## src/rtl/div_unit.sv

```systemverilog
// Multi-cycle radix-2 restoring divider for MIPS DIV/DIVU (lo = quotient, hi = remainder).
// Optional macro DIV_EARLY_OUT_EN: skip iterations when |dividend| < |divisor|.
module div_unit #(
  parameter int unsigned DATA_W = 32
) (
  input  logic              clk,
  input  logic              rst_n,
  input  logic              start,
  input  logic              is_signed,
  input  logic [DATA_W-1:0] operand_1,
  input  logic [DATA_W-1:0] operand_2,
  input  logic              flush,
  output logic              busy,
  output logic              done,
  output logic [DATA_W-1:0] hi,
  output logic [DATA_W-1:0] lo
);

  localparam int unsigned CNT_W = $clog2(DATA_W);

  typedef enum logic [1:0] {
    IDLE = 2'd0,
    CALC = 2'd1,
    FIX  = 2'd2,
    DONE = 2'd3
  } state_t;

  state_t            state, state_nxt;
  logic              busy_nxt, done_nxt;
  logic [CNT_W-1:0]  cnt;
  logic              sgn_q, dvd_neg, dsr_neg, dvz;
  logic [DATA_W-1:0] dvd, dsr, rem;
  logic [DATA_W-1:0] mag_1, mag_2;
  logic              accept, early;
  logic [DATA_W-1:0] rem_sh;
  logic [DATA_W:0]   diff;
  logic              ge;

  // Magnitudes are taken only for signed divides; 2^31 maps onto itself, which is correct unsigned.
  assign mag_1  = (is_signed && operand_1[DATA_W-1]) ? DATA_W'(-operand_1) : operand_1;
  assign mag_2  = (is_signed && operand_2[DATA_W-1]) ? DATA_W'(-operand_2) : operand_2;
  assign accept = (state == IDLE) && start && !flush;

`ifdef DIV_EARLY_OUT_EN
  assign early = (mag_2 != '0) && (mag_1 < mag_2);
`else
  assign early = 1'b0;
`endif

  // One restoring step; the partial remainder never exceeds DATA_W bits after the shift.
  assign rem_sh = {rem[DATA_W-2:0], dvd[DATA_W-1]};
  assign diff   = {1'b0, rem_sh} - {1'b0, dsr};
  assign ge     = ~diff[DATA_W];

  // State and registered control outputs
  always_ff @(posedge clk or negedge rst_n) begin
    if (!rst_n) begin
      state <= IDLE;
      busy  <= 1'b0;
      done  <= 1'b0;
    end else begin
      state <= state_nxt;
      busy  <= busy_nxt;
      done  <= done_nxt;
    end
  end

  // Next-state logic; flush wins over everything
  always_comb begin
    state_nxt = state;
    if (flush) begin
      state_nxt = IDLE;
    end else begin
      unique case (state)
        IDLE: if (start) state_nxt = early ? FIX : CALC;
        CALC: if (cnt == CNT_W'(DATA_W - 1)) state_nxt = FIX;
        FIX:  state_nxt = DONE;
        DONE: state_nxt = IDLE;
        default: state_nxt = IDLE;
      endcase
    end
  end

  // Control outputs track the upcoming state so they line up with it after the edge
  always_comb begin
    busy_nxt = 1'b0;
    done_nxt = 1'b0;
    busy_nxt = (state_nxt != IDLE);
    done_nxt = (state_nxt == DONE);
  end

  // Datapath: operand capture, iteration, sign fix-up and result write
  always_ff @(posedge clk or negedge rst_n) begin
    if (!rst_n) begin
      cnt     <= '0;
      sgn_q   <= 1'b0;
      dvd_neg <= 1'b0;
      dsr_neg <= 1'b0;
      dvz     <= 1'b0;
      dvd     <= '0;
      dsr     <= '0;
      rem     <= '0;
      hi      <= '0;
      lo      <= '0;
    end else if (accept) begin
      cnt     <= '0;
      sgn_q   <= is_signed;
      dvd_neg <= operand_1[DATA_W-1];
      dsr_neg <= operand_2[DATA_W-1];
      dvz     <= (operand_2 == '0);
      dsr     <= mag_2;
      rem     <= early ? mag_1 : '0;
      dvd     <= early ? '0 : mag_1;
    end else if (state == CALC) begin
      cnt <= cnt + 1'b1;
      dvd <= {dvd[DATA_W-2:0], ge};
      rem <= ge ? diff[DATA_W-1:0] : rem_sh;
    end else if (state == FIX && !flush) begin
      // Divide by zero forces all-ones quotient; remainder fix-up restores the raw dividend
      if (dvz)
        lo <= '1;
      else if (sgn_q && (dvd_neg != dsr_neg))
        lo <= DATA_W'(-dvd);
      else
        lo <= dvd;
      hi <= (sgn_q && dvd_neg) ? DATA_W'(-rem) : rem;
    end
  end

endmodule

```

## config.mk

```make
export PLATFORM = sky130hd
export DESIGN_NAME = div_unit
export DESIGN_NICKNAME = d
export VERILOG_FILES = /design/src/rtl/div_unit.sv
export SDC_FILE = /design/constraint.sdc
export NUM_CORES = 1
export LEC_CHECK = 0
export BUFFER_PORTS_ARGS = -buffer_cell sky130_fd_sc_hd__buf_4
export CAP_MARGIN = 20
export CORE_MARGIN = 4
export CORE_UTILIZATION = 60
export DETAILED_ROUTE_END_ITERATION = 8
export PLACE_DENSITY = 0.9
export SYNTH_ARGS = -nofsm -noshare
export SYNTH_HDL_FRONTEND = slang
export SYNTH_SLANG_ARGS = --single-unit
export TNS_END_PERCENT = 1
```

## constraint.sdc

```tcl
create_clock -name clk -period 8.3 [get_ports clk]
set_clock_uncertainty 0.1 [all_clocks]
set_input_delay 1.66 -clock clk [delete_from_list [all_inputs] [get_ports clk]]
set_output_delay 1.66 -clock clk [all_outputs]
set_load 0.005 [all_outputs]
```

Yosys cells after proc, flatten, opt, wreduce, memory -nomap -nowiden
Index checks and enable logic that the tools add are counted.
Widths: inputs -> output; s select.
{"block": "word_totals", "ram_bits": 0, "mem_bits_ro": 0, "output_inout_bits": 66, "n_memories": 0, "regBits": 173, "input_bits": 69, "latchBits": 0, "word_cells": 57}
{"block": "classes", "n_div": 0, "n_eq_ne": 6, "n_addsub": 6, "n_bitwise": 3, "muxes": 16, "mul": 0, "reduce_logical": 13, "n_lt_le_gt_ge": 0, "n_shift": 0}
{"operator": "$mux 32", "count": 10}
{"operator": "$neg 32->32", "count": 4}
{"operator": "$sub 32x32->33", "count": 1}
{"operator": "$logic_not 32->1", "count": 1}
{"operator": "$mux 5", "count": 2}
{"operator": "$pmux 2 s4", "count": 1}
{"operator": "$logic_and 1x1->1", "count": 7}
{"operator": "$eq 2x2->1 const B", "count": 3}
{"operator": "$mux 2", "count": 3}
{"operator": "$add 5x1->5 const B", "count": 1}
{"operator": "$eq 5x5->1 const B", "count": 1}
{"operator": "$reduce_bool 2->1", "count": 2}
{"operator": "$not 1->1", "count": 3}
{"operator": "$reduce_and 3->1", "count": 1}
{"operator": "$eq 2x1->1 const B", "count": 1}
{"operator": "$logic_not 2->1", "count": 1}
{"operator": "$logic_not 1->1", "count": 1}
{"operator": "$ne 1x1->1", "count": 1}

Longest topological paths before layout
Gate-level depths: netlist of the first run.
{"block": "depth", "depth_word": 5, "ltp_mapped": 14, "depth_no_buf": 12}

Least setup slack after synthesis of the first run
OpenSTA, ideal clock, no wires.
{"block": "synth_timing", "kind": "input to register", "from": "in operand_1[4]", "to": "reg dvd[29]", "stages": 8, "path_buffers": 0, "arrival_ns": 3.734, "setup_time_ns": 0.141, "required_ns": 8.059, "path_slack_ns": 4.325, "cell_sequence": "nor4_1 nand3_2 or4_4 or4b_4 o31a_1 xor2_1 nor2_1 a31oi_1"}
{"block": "synth_via", "elab_chain_cells": 3}
{"item": "start: declaration", "line_no": "10", "text": "input logic [DATA_W-1:0] operand_1,"}
{"item": "$neg 32->32", "line_no": "40", "text": "assign mag_1 = (is_signed && operand_1[DATA_W-1]) ? DATA_W'(-operand_1) : operand_1;"}
{"item": "$mux 32", "line_no": "40"}
{"item": "$mux 32", "line_no": "105", "text": "end else if (accept) begin"}
{"item": "end signal: assignment", "line_no": "113", "text": "dvd <= early ? '0 : mag_1;"}
{"item": "end signal: assignment", "line_no": "116", "text": "dvd <= {dvd[DATA_W-2:0], ge};"}
{"item": "end: declaration", "line_no": "32", "text": "logic [DATA_W-1:0] dvd, dsr, rem;"}
No other way between the ends.
A chain may end at the register's enable or synchronous reset.

Worst setup path in the final report of the first run
{"block": "layout_timing", "from": "in operand_1[4]", "to": "reg dvd[25]"}
The elaborated chain is that of the path after synthesis.

==> metrics, run 1 <==
R2R depth=13; Sequential Power Share=around 33%; hpwl dp=around 21000 um; largest cells by area after synthesis=dfrtp_1 (39%), o21ai_0 (6.7%), xnor2_1 (6.0%); First-pass DRT Iterations=5; Synth Instances=~1300; clk buf depth=2; status=completed; period utilization=roughly 49%; count of port buffers added during placement=roughly 130; Avg WL per Cell=between 15 and 20 um; Rel. slew slack=about a third; largest family of logic cells by synthesized area=compound AO/OA/AOI/OAI gates; Mapped Avg Cell Area=between 8 and 9 um^2; Iter 0 DRT Violations=~940; nets=approximately 1500; largest net degree at the start of global routing=approximately 120; mux share of post-synthesis cell area=about 2.2%; core area=0.0181 mm^2; Final Max Slew Viols=0; routed vias/inst=6.11; GR Layer Usage met1=between 40% and 50%; RSZ-0062 raised after global routing=false; prevailing post-synth register cell=dfrtp_1; clk_lat worst skew=~440 ps; area grow syn2layout=15.4%; Mapped Nets=about 1400; FILL cells=1419; number of setup buffers added after CTS=0; max cap viols=0; DRC violations left=0; most instantiated library cell after synthesis=dfrtp_1; IR drop worst, VDD=~0.2 mV; final wirelength=approximately 30000 um; switching share of power=around 42%; met2 Use GR=about 44%; vias in the first global route=~9600; CP cell instances=buf_4 > nor4_1 > nand3_2 > or4_4 > or4b_4 > nor2_1 > a21oi_1 > xnor2_1 > a21oi_1; share of cells above drive strength 1=~14%; Post-synth EDFFs=0; grt ovf=0; Buf/Inv on CP=1; hold path depth=2; asr flop ratio synth=between 90% and 100%; Worst-Margin Slew=between 1000 and 1500 ps; Hold WS=~380 ps; reg2reg end=rem[29]; final hold vios=0; Lkg Pwr=~5.8 nW; Antenna diodes=0; Die Height=between 100 and 150 um; element type at the critical path end=register; CP most frequent cell=a21oi_1; Yosys top cell area share=38.7%; setup TNS=0 ps; total die area=around 0.021 mm^2; clock power share=20.6%; critical path class=input port to register; Synth Area in Simple Gates=between 10% and 20%; Synth Register Bits=roughly 170; Initial Utilization=between 60% and 70%; Setup Viol. Count Final=0; worst path required time=8510 ps; level count of the clock H-tree=4; Hold Path Origin=dsr[29]; via count=roughly 10000; Yosys cell types=66; worst setup path start=operand_1[4]; Critical-path top delay cell=or4b_4; R2R Setup Slk=between 4000 and 5000 ps; Synth Area in Adders=4.54%; CTS tree=yes; RD Place Congestion=approximately 0.95; Tmin final=4050 ps; sequential element share of the synthesized area=38.7%; ANT nets after route=0; CP arrival=about 4300 ps; Max stage delay on crit path=roughly 570 ps; Switching Power=between 1.5 and 2 mW; XOR/XNOR share of the synthesized area=between 10% and 20%; Comb pwr share=46.3%; post_cts resized=0; clk slew on worst S/H paths=roughly 60 ps; GRT Overall Usage=28.5%; path type of the worst min-delay path=register to register; Cell Pwr Density=305 mW/mm^2; worst-path maximum fanout=4; Yosys Warn Count=0; post-synthesis compound-gate area fraction=20.6%; Synth area leader=dfrtp_1; initial antenna violation count=0; FP Rows=49; first-pass GRT wire length=about 48000 um; Int Power=roughly 2.3 mW; delay-heaviest family, CP=simple AND/OR/NAND/NOR gates; gr busiest metal=met2; I/O Pins=~140; root buffer cell=clkbuf_16; hold path endpoint=dsr[29]; Die Wd=around 140 um; cts-stage hold buffer count=0; RR Startpoint=dvd[31]; Post-synth top cells=dfrtp_1 (173), nand2_1 (166), o21ai_0 (149); global-route met3 utilization=4.13%; Mapped Area=between 0.01 and 0.015 mm^2; critical path launch point type=input port; CTS Sinks=173; Inserted Clock Buffers=17; maximum clock rate=approximately 0.25 GHz
worst min-delay path: cells and delay by family (launching register included):
family | cells | cell delay, ps
AND/OR/NAND/NOR | 1 | 50
flip-flops | 1 | 340
AO/OA/AOI/OAI | 1 | 60
power groups by stage:
stage,registers [mW],clock network (mW),logic (mW)
global route,1.33,0.854,2.03
CTS,1.29,0.817,1.80
detailed placement,1.30,0,1.77
global placement,1.29,0,1.71
floorplan,1.20,0,1.37
finish,1.30,0.812,1.83
worst max path at each step:
stage	slack, ps	end	cells after the start
2_1_floorplan	4330	dvd[29]	8
3_3_place_gp	3870	dvd[29]	9
3_5_place_dp	3850	dvd[29]	9
4_1_cts	4300	dvd[27]	9
5_1_grt	4030	lo[19]	6
6_report	4250	dvd[25]	9
state kept, by name, indices dropped and copies added (netlist names), 2 cells and up:
register	flops
cnt	5
lo	32
dsr	32
hi	32
dvd	32
state	2
rem	32
kinds of logic after synthesis:
logic type               Yosys count
AO/OA/AOI/OAI                    391
XOR/XNOR                         147
adder cells (fa/ha/maj)           40
buffers and inverters            120
flip-flops                       173
multiplexers                      24
AND/OR/NAND/NOR                  427
final cells by class:
type / count / area [um^2] / area share (%)
Clock buffer: 20 / 457 / 3.54
Sequential cell: 173 / 4330 / 33.6
Timing Repair Buffer: 143 / 1100 / 8.51
Inverter: 48 / 180 / 1.40
Multi-Input combinational cell: 1029 / 6410 / 49.7
Clock inverter: 12 / 136 / 1.06
Tap cell: 229 / 287 / 2.22
through the flow:
step	power, mW	area (um^2)	instances	utilization (%)	setup slack [ps]
4_1_cts	3.90	12900	1653	70.9	4300
2_1_floorplan	2.57	11200	1322	-	4330
6_report	3.94	12900	1654	71.1	4250
5_1_grt	4.21	12900	1654	71.1	4030
3_5_place_dp	3.07	12300	1621	67.7	3850
3_3_place_gp	3.00	12300	1621	67.7	3870
layer usage:
layer  vias up  share of wire, %
li1       4843                 -
met1      4830                46
met2       390                46
met3        41               6.5
met4         0               1.3
met5         -                 0
cell usage in the layout, fill, tap and decap left out, drive strengths merged, types with 21 or more instances in the layout:
master / instances
a21oi: 112
a22oi: 21
a31oi: 21
buf: 143
dfrtp: 173
ha: 39
inv: 50
mux2i: 23
nand2: 166
nand3: 35
nor2: 103
o21ai: 154
xnor2: 77
xor2: 70
(Power assumes the default switching activity.)
==> run 2: changes to the inputs <==
CORE_UTILIZATION = 59   (was 60)
PLACE_DENSITY = 0.89   (was 0.9)
clock period = 3.8 ns   (was 8.3 ns; I/O delays follow)
==> metrics, run 2 (synthesis results as in run 1) <==
ANT nets after route=0; Die Height=146 um; most common cell after layout, fill and taps aside=dfrtp_1; DRC violations left=0; area grow syn2layout=15.8%; reg2reg end=rem[26]; Comb pwr share=a little under half; clk buf depth=2; nets=1529; commonest non-fill, non-tap cells in the layout=dfrtp_1 (173), nand2_1 (165), o21ai_0 (149), buf_4 (147), a21oi_1 (112); RSZ-0062 raised after global routing=false; FILL cells=around 1500; root buffer cell=clkbuf_16; status=completed; worst setup path start=dvd[31]; share of cells above drive strength 1=roughly 15%; element type at the critical path end=register; initial antenna violation count=0; final hold vios=0; I/O Pins=135; setup TNS=0 ps; CP arrival=3710 ps; Antenna diodes=0; period utilization=just over 90%; maximum clock rate=~0.29 GHz; Switching Power=~3.6 mW; switching share of power=between 40% and 50%; RR Startpoint=dvd[31]; final wirelength=28600 um; number of setup buffers added after CTS=0; Sequential Power Share=33.1%; Worst-Margin Slew=about 1000 ps; Final Max Slew Viols=0; GRT Overall Usage=26.9%; Cell Pwr Density=between 600 and 700 mW/mm^2; clk slew on worst S/H paths=roughly 70 ps; post_cts resized=0; R2R depth=13; Rel. slew slack=30.9%; Tmin final=between 3000 and 4000 ps; via count=between 10000 and 15000; clk_lat worst skew=440 ps; IR drop worst, VDD=about 0.36 mV; cts-stage hold buffer count=0; Avg WL per Cell=~17 um; First-pass DRT Iterations=5; CTS Sinks=between 150 and 200; routed vias/inst=~6.1; R2R Setup Slk=~310 ps; core area=0.0186 mm^2; path type of the worst min-delay path=input port to async pin; Die Wd=146 um; count of port buffers added during placement=roughly 130; Int Power=roughly 4.9 mW; total die area=0.0212 mm^2; worst-path maximum fanout=27; Setup Viol. Count Final=0; FP Rows=50; Inserted Clock Buffers=17; CTS tree=yes; max cap viols=0; worst path required time=around 4000 ps; Initial Utilization=~60%; clock power share=between 10% and 20%; critical path launch point type=register; first-pass GRT wire length=between 40000 and 50000 um; level count of the clock H-tree=4; Iter 0 DRT Violations=between 1000 and 1500; critical path class=register to register; Lkg Pwr=5.87 nW; largest net degree at the start of global routing=about 130; RD Place Congestion=0.973; grt ovf=0; vias in the first global route=9699; hpwl dp=~21000 um; Hold WS=between 200 and 250 ps
==> run 2: changes by cell type in the layout (fill, tap and decap cells not counted), sizes merged <==
cell,previous run,this run
buf,143,151
clkbuf,20,17
inv,50,49
clkinv,5,9
bufinv,2,1
clkinvlp,3,2
==> run 2: critical path, stage by stage (launching register included) <==
cell	delay (ps)
dfrtp_1	370
inv_1	120
ha_1	250
fa_1	400
nand2b_1	190
a21o_1	180
a21oi_1	250
a21boi_1	170
a21oi_1	230
a31oi_1	210
o21ai_2	230
buf_12	230
nand2_1	180
o21ai_0	280
==> run 2: metal layers <==
metal	global-route usage, %	routed length, um
met1	39.2	12800
met2	41.5	12900
met3	4.73	2270
met4	7.83	625
met5	0	0
==> run 2: power by group through the flow <==
stage	Clock, mW	Combinational [mW]	Sequential [mW]
after floorplan	0	3.00	2.62
after global placement	0	3.83	2.77
after detailed placement	0	3.95	2.81
after CTS	1.66	4.01	2.78
after global routing	1.74	4.50	2.86
final	1.65	4.04	2.82
==> run 2: area by class of cell <==
cell class,count,area [um^2],share of cell area [%]
multi-input combinational,1029,6420,49.6
sequential,173,4330,33.4
timing repair buffer,151,1170,9.08
clock buffer,17,425,3.29
tap,234,293,2.26
inverter,48,180,1.39
clock inverter,13,121,0.938
==> run 2: how the worst max path moves through the flow <==
stage | endpoint | slack [ps] | cells after the start
after floorplan | dvd[29] | 730 | 8
after global placement | dvd[25] | 440 | 9
after detailed placement | dvd[29] | 410 | 9
after CTS | rem[26] | 320 | 13
after global routing | rem[26] | 110 | 13
final | rem[26] | 310 | 13
==> run 2: through the flow <==
stage	worst slack (ps)	area, um^2	cells	total power [mW]	util, %
after floorplan	725	11200	1322	5.62	-
after global placement	442	12400	1635	6.61	66.5
after detailed placement	405	12400	1635	6.76	66.5
after CTS	321	12900	1665	8.45	69.4
after global routing	114	12900	1665	9.10	69.4
final	314	12900	1665	8.50	69.4
==> run 3: changes to the inputs <==
--- a/config.mk
+++ b/config.mk
@@ -9,2 +9,3 @@
 export CAP_MARGIN = 20
+export CORE_ASPECT_RATIO = 0.8
 export CORE_MARGIN = 4
==> constraint.sdc (replaced) <==
create_clock -name clk -period 3.8 [get_ports clk]
set_clock_uncertainty 0.1 [all_clocks]
set_input_delay 0.38 -clock clk [delete_from_list [all_inputs] [get_ports clk]]
set_output_delay 0.38 -clock clk [all_outputs]
set_load 0.005 [all_outputs]
==> metrics, run 3 (synthesis results as in run 1) <==
status=completed; Cell Pwr Density=a little under 700 mW/mm^2; First-pass DRT Iterations=5; final hold vios=0; cts-stage hold buffer count=1; final wirelength=31100 um; nets=about 1500; fin area=0.0130 mm^2; path type of the worst min-delay path=input port to register; first-pass GRT wire length=50400 um; Rel. slew slack=between 20% and 30%; post_cts resized=0; count of port buffers added during placement=around 130; Inserted Clock Buffers=17; IR drop worst, VDD=about 0.36 mV; worst path required time=just over 4000 ps; initial antenna violation count=1; reg2reg end=rem[29]; worst-path maximum fanout=11; FP Rows=44; CP most frequent cell=a21oi_1; Setup Viol. Count Final=0; Die Height=131 um; R2R Setup Slk=just under 400 ps; GRT Overall Usage=29.0%; Critical-path top delay cell=o21a_1; global-route met3 utilization=between 7 and 8%; Avg WL per Cell=18.5 um; level count of the clock H-tree=4; Final Max Slew Viols=0; met2 Use GR=between 40% and 50%; critical path class=register to register; clk_lat worst skew=~450 ps; via count=roughly 10000; hpwl dp=~22000 um; CP cell instances=ha_1 > a21oi_1 > nand2b_1 > a21boi_0 > a21boi_1 > a21oi_1 > a31oi_1 > o21a_1 > mux2_2 > o211ai_1; largest net degree at the start of global routing=84; I/O Pins=about 140; Hold WS=22.0 ps; Max stage delay on crit path=about 510 ps; Initial Utilization=roughly three fifths; share of cells above drive strength 1=roughly 14%; Lkg Pwr=just under 6 nW; placed instance area=0.0124 mm^2; RSZ-0062 raised after global routing=false; RD Place Congestion=approximately 1; delay-heaviest family, CP=compound AO/OA/AOI/OAI gates; core area=~0.018 mm^2; Die Wd=162 um; total die area=between 0.02 and 0.025 mm^2; Hold Path Origin=flush; clk slew on worst S/H paths=approximately 80 ps; hold path depth=2; grt ovf=0; vias in the first global route=9814; CP arrival=roughly 3700 ps; clk buf depth=2; element type at the critical path end=register; hold path endpoint=state[0]; most common cell after layout, fill and taps aside=dfrtp_1; number of setup buffers added after CTS=0; area grow syn2layout=16.3%; Worst-Margin Slew=1110 ps; max cap viols=0; GR Layer Usage met1=43.7%; DRC violations left=0; period utilization=between 80% and 90%; root buffer cell=clkbuf_16; RR Startpoint=rem[8]; ANT nets after route=0; Tmin final=approximately 3400 ps; critical path launch point type=register; commonest non-fill, non-tap cells in the layout=dfrtp_1 (173), nand2_1 (165), o21ai_0 (149), buf_4 (142), a21oi_1 (112); setup TNS=0 ps; Antenna diodes=0; routed vias/inst=around 6.1; FILL cells=between 1000 and 1500; CTS Sinks=~170; Buf/Inv on CP=0; Iter 0 DRT Violations=1303; maximum clock rate=~0.29 GHz; gr busiest metal=met1; R2R depth=10; CTS tree=yes
==> run 3: metrics by stage <==
step           cells  power (mW)  utilization (%)  setup slack, ps
2_1_floorplan   1322        5.62                -              744
3_3_place_gp    1649        6.68             67.3              601
3_5_place_dp    1649        6.82             67.3              490
4_1_cts         1682        8.68             70.7              469
5_1_grt         1682        9.33             70.7              166
6_report        1682        8.77             70.7              396
==> run 3: how the worst max path moves through the flow <==
stage / to / slack, ps / cells past startpoint / from
after floorplan: rem[14] / 740 / 14 / dvd[31]
after global placement: rem[29] / 600 / 10 / rem[8]
after detailed placement: rem[29] / 490 / 10 / rem[8]
after CTS: rem[29] / 470 / 10 / rem[8]
after global routing: rem[29] / 170 / 10 / rem[8]
final: rem[29] / 400 / 10 / rem[8]
==> run 3: where the power goes <==
part	total, mW	leakage, nW	switching (mW)	internal, mW
Combinational	4.08	3.39	2.31	1.77
Sequential	2.88	2.19	0.643	2.23
Clock	1.81	0.299	0.861	0.953
Total	8.77	5.88	3.81	4.96
==> run 3: metal layers <==
metal / vias to the layer above / share of wire [%]
li1: 4850 / -
met1: 4843 / 45
met2: 542 / 42
met3: 53 / 11
met4: 2 / 1.9
met5: - / 0.055
==> run 3: area by class of cell <==
type / instances / area [um^2] / area share, %
clock inverter: 15 / 194 / 1.49
sequential: 173 / 4330 / 33.3
clock buffer: 17 / 425 / 3.27
multi-input combinational: 1029 / 6420 / 49.3
timing repair buffer: 147 / 1150 / 8.82
tap: 253 / 317 / 2.43
inverter: 48 / 180 / 1.39
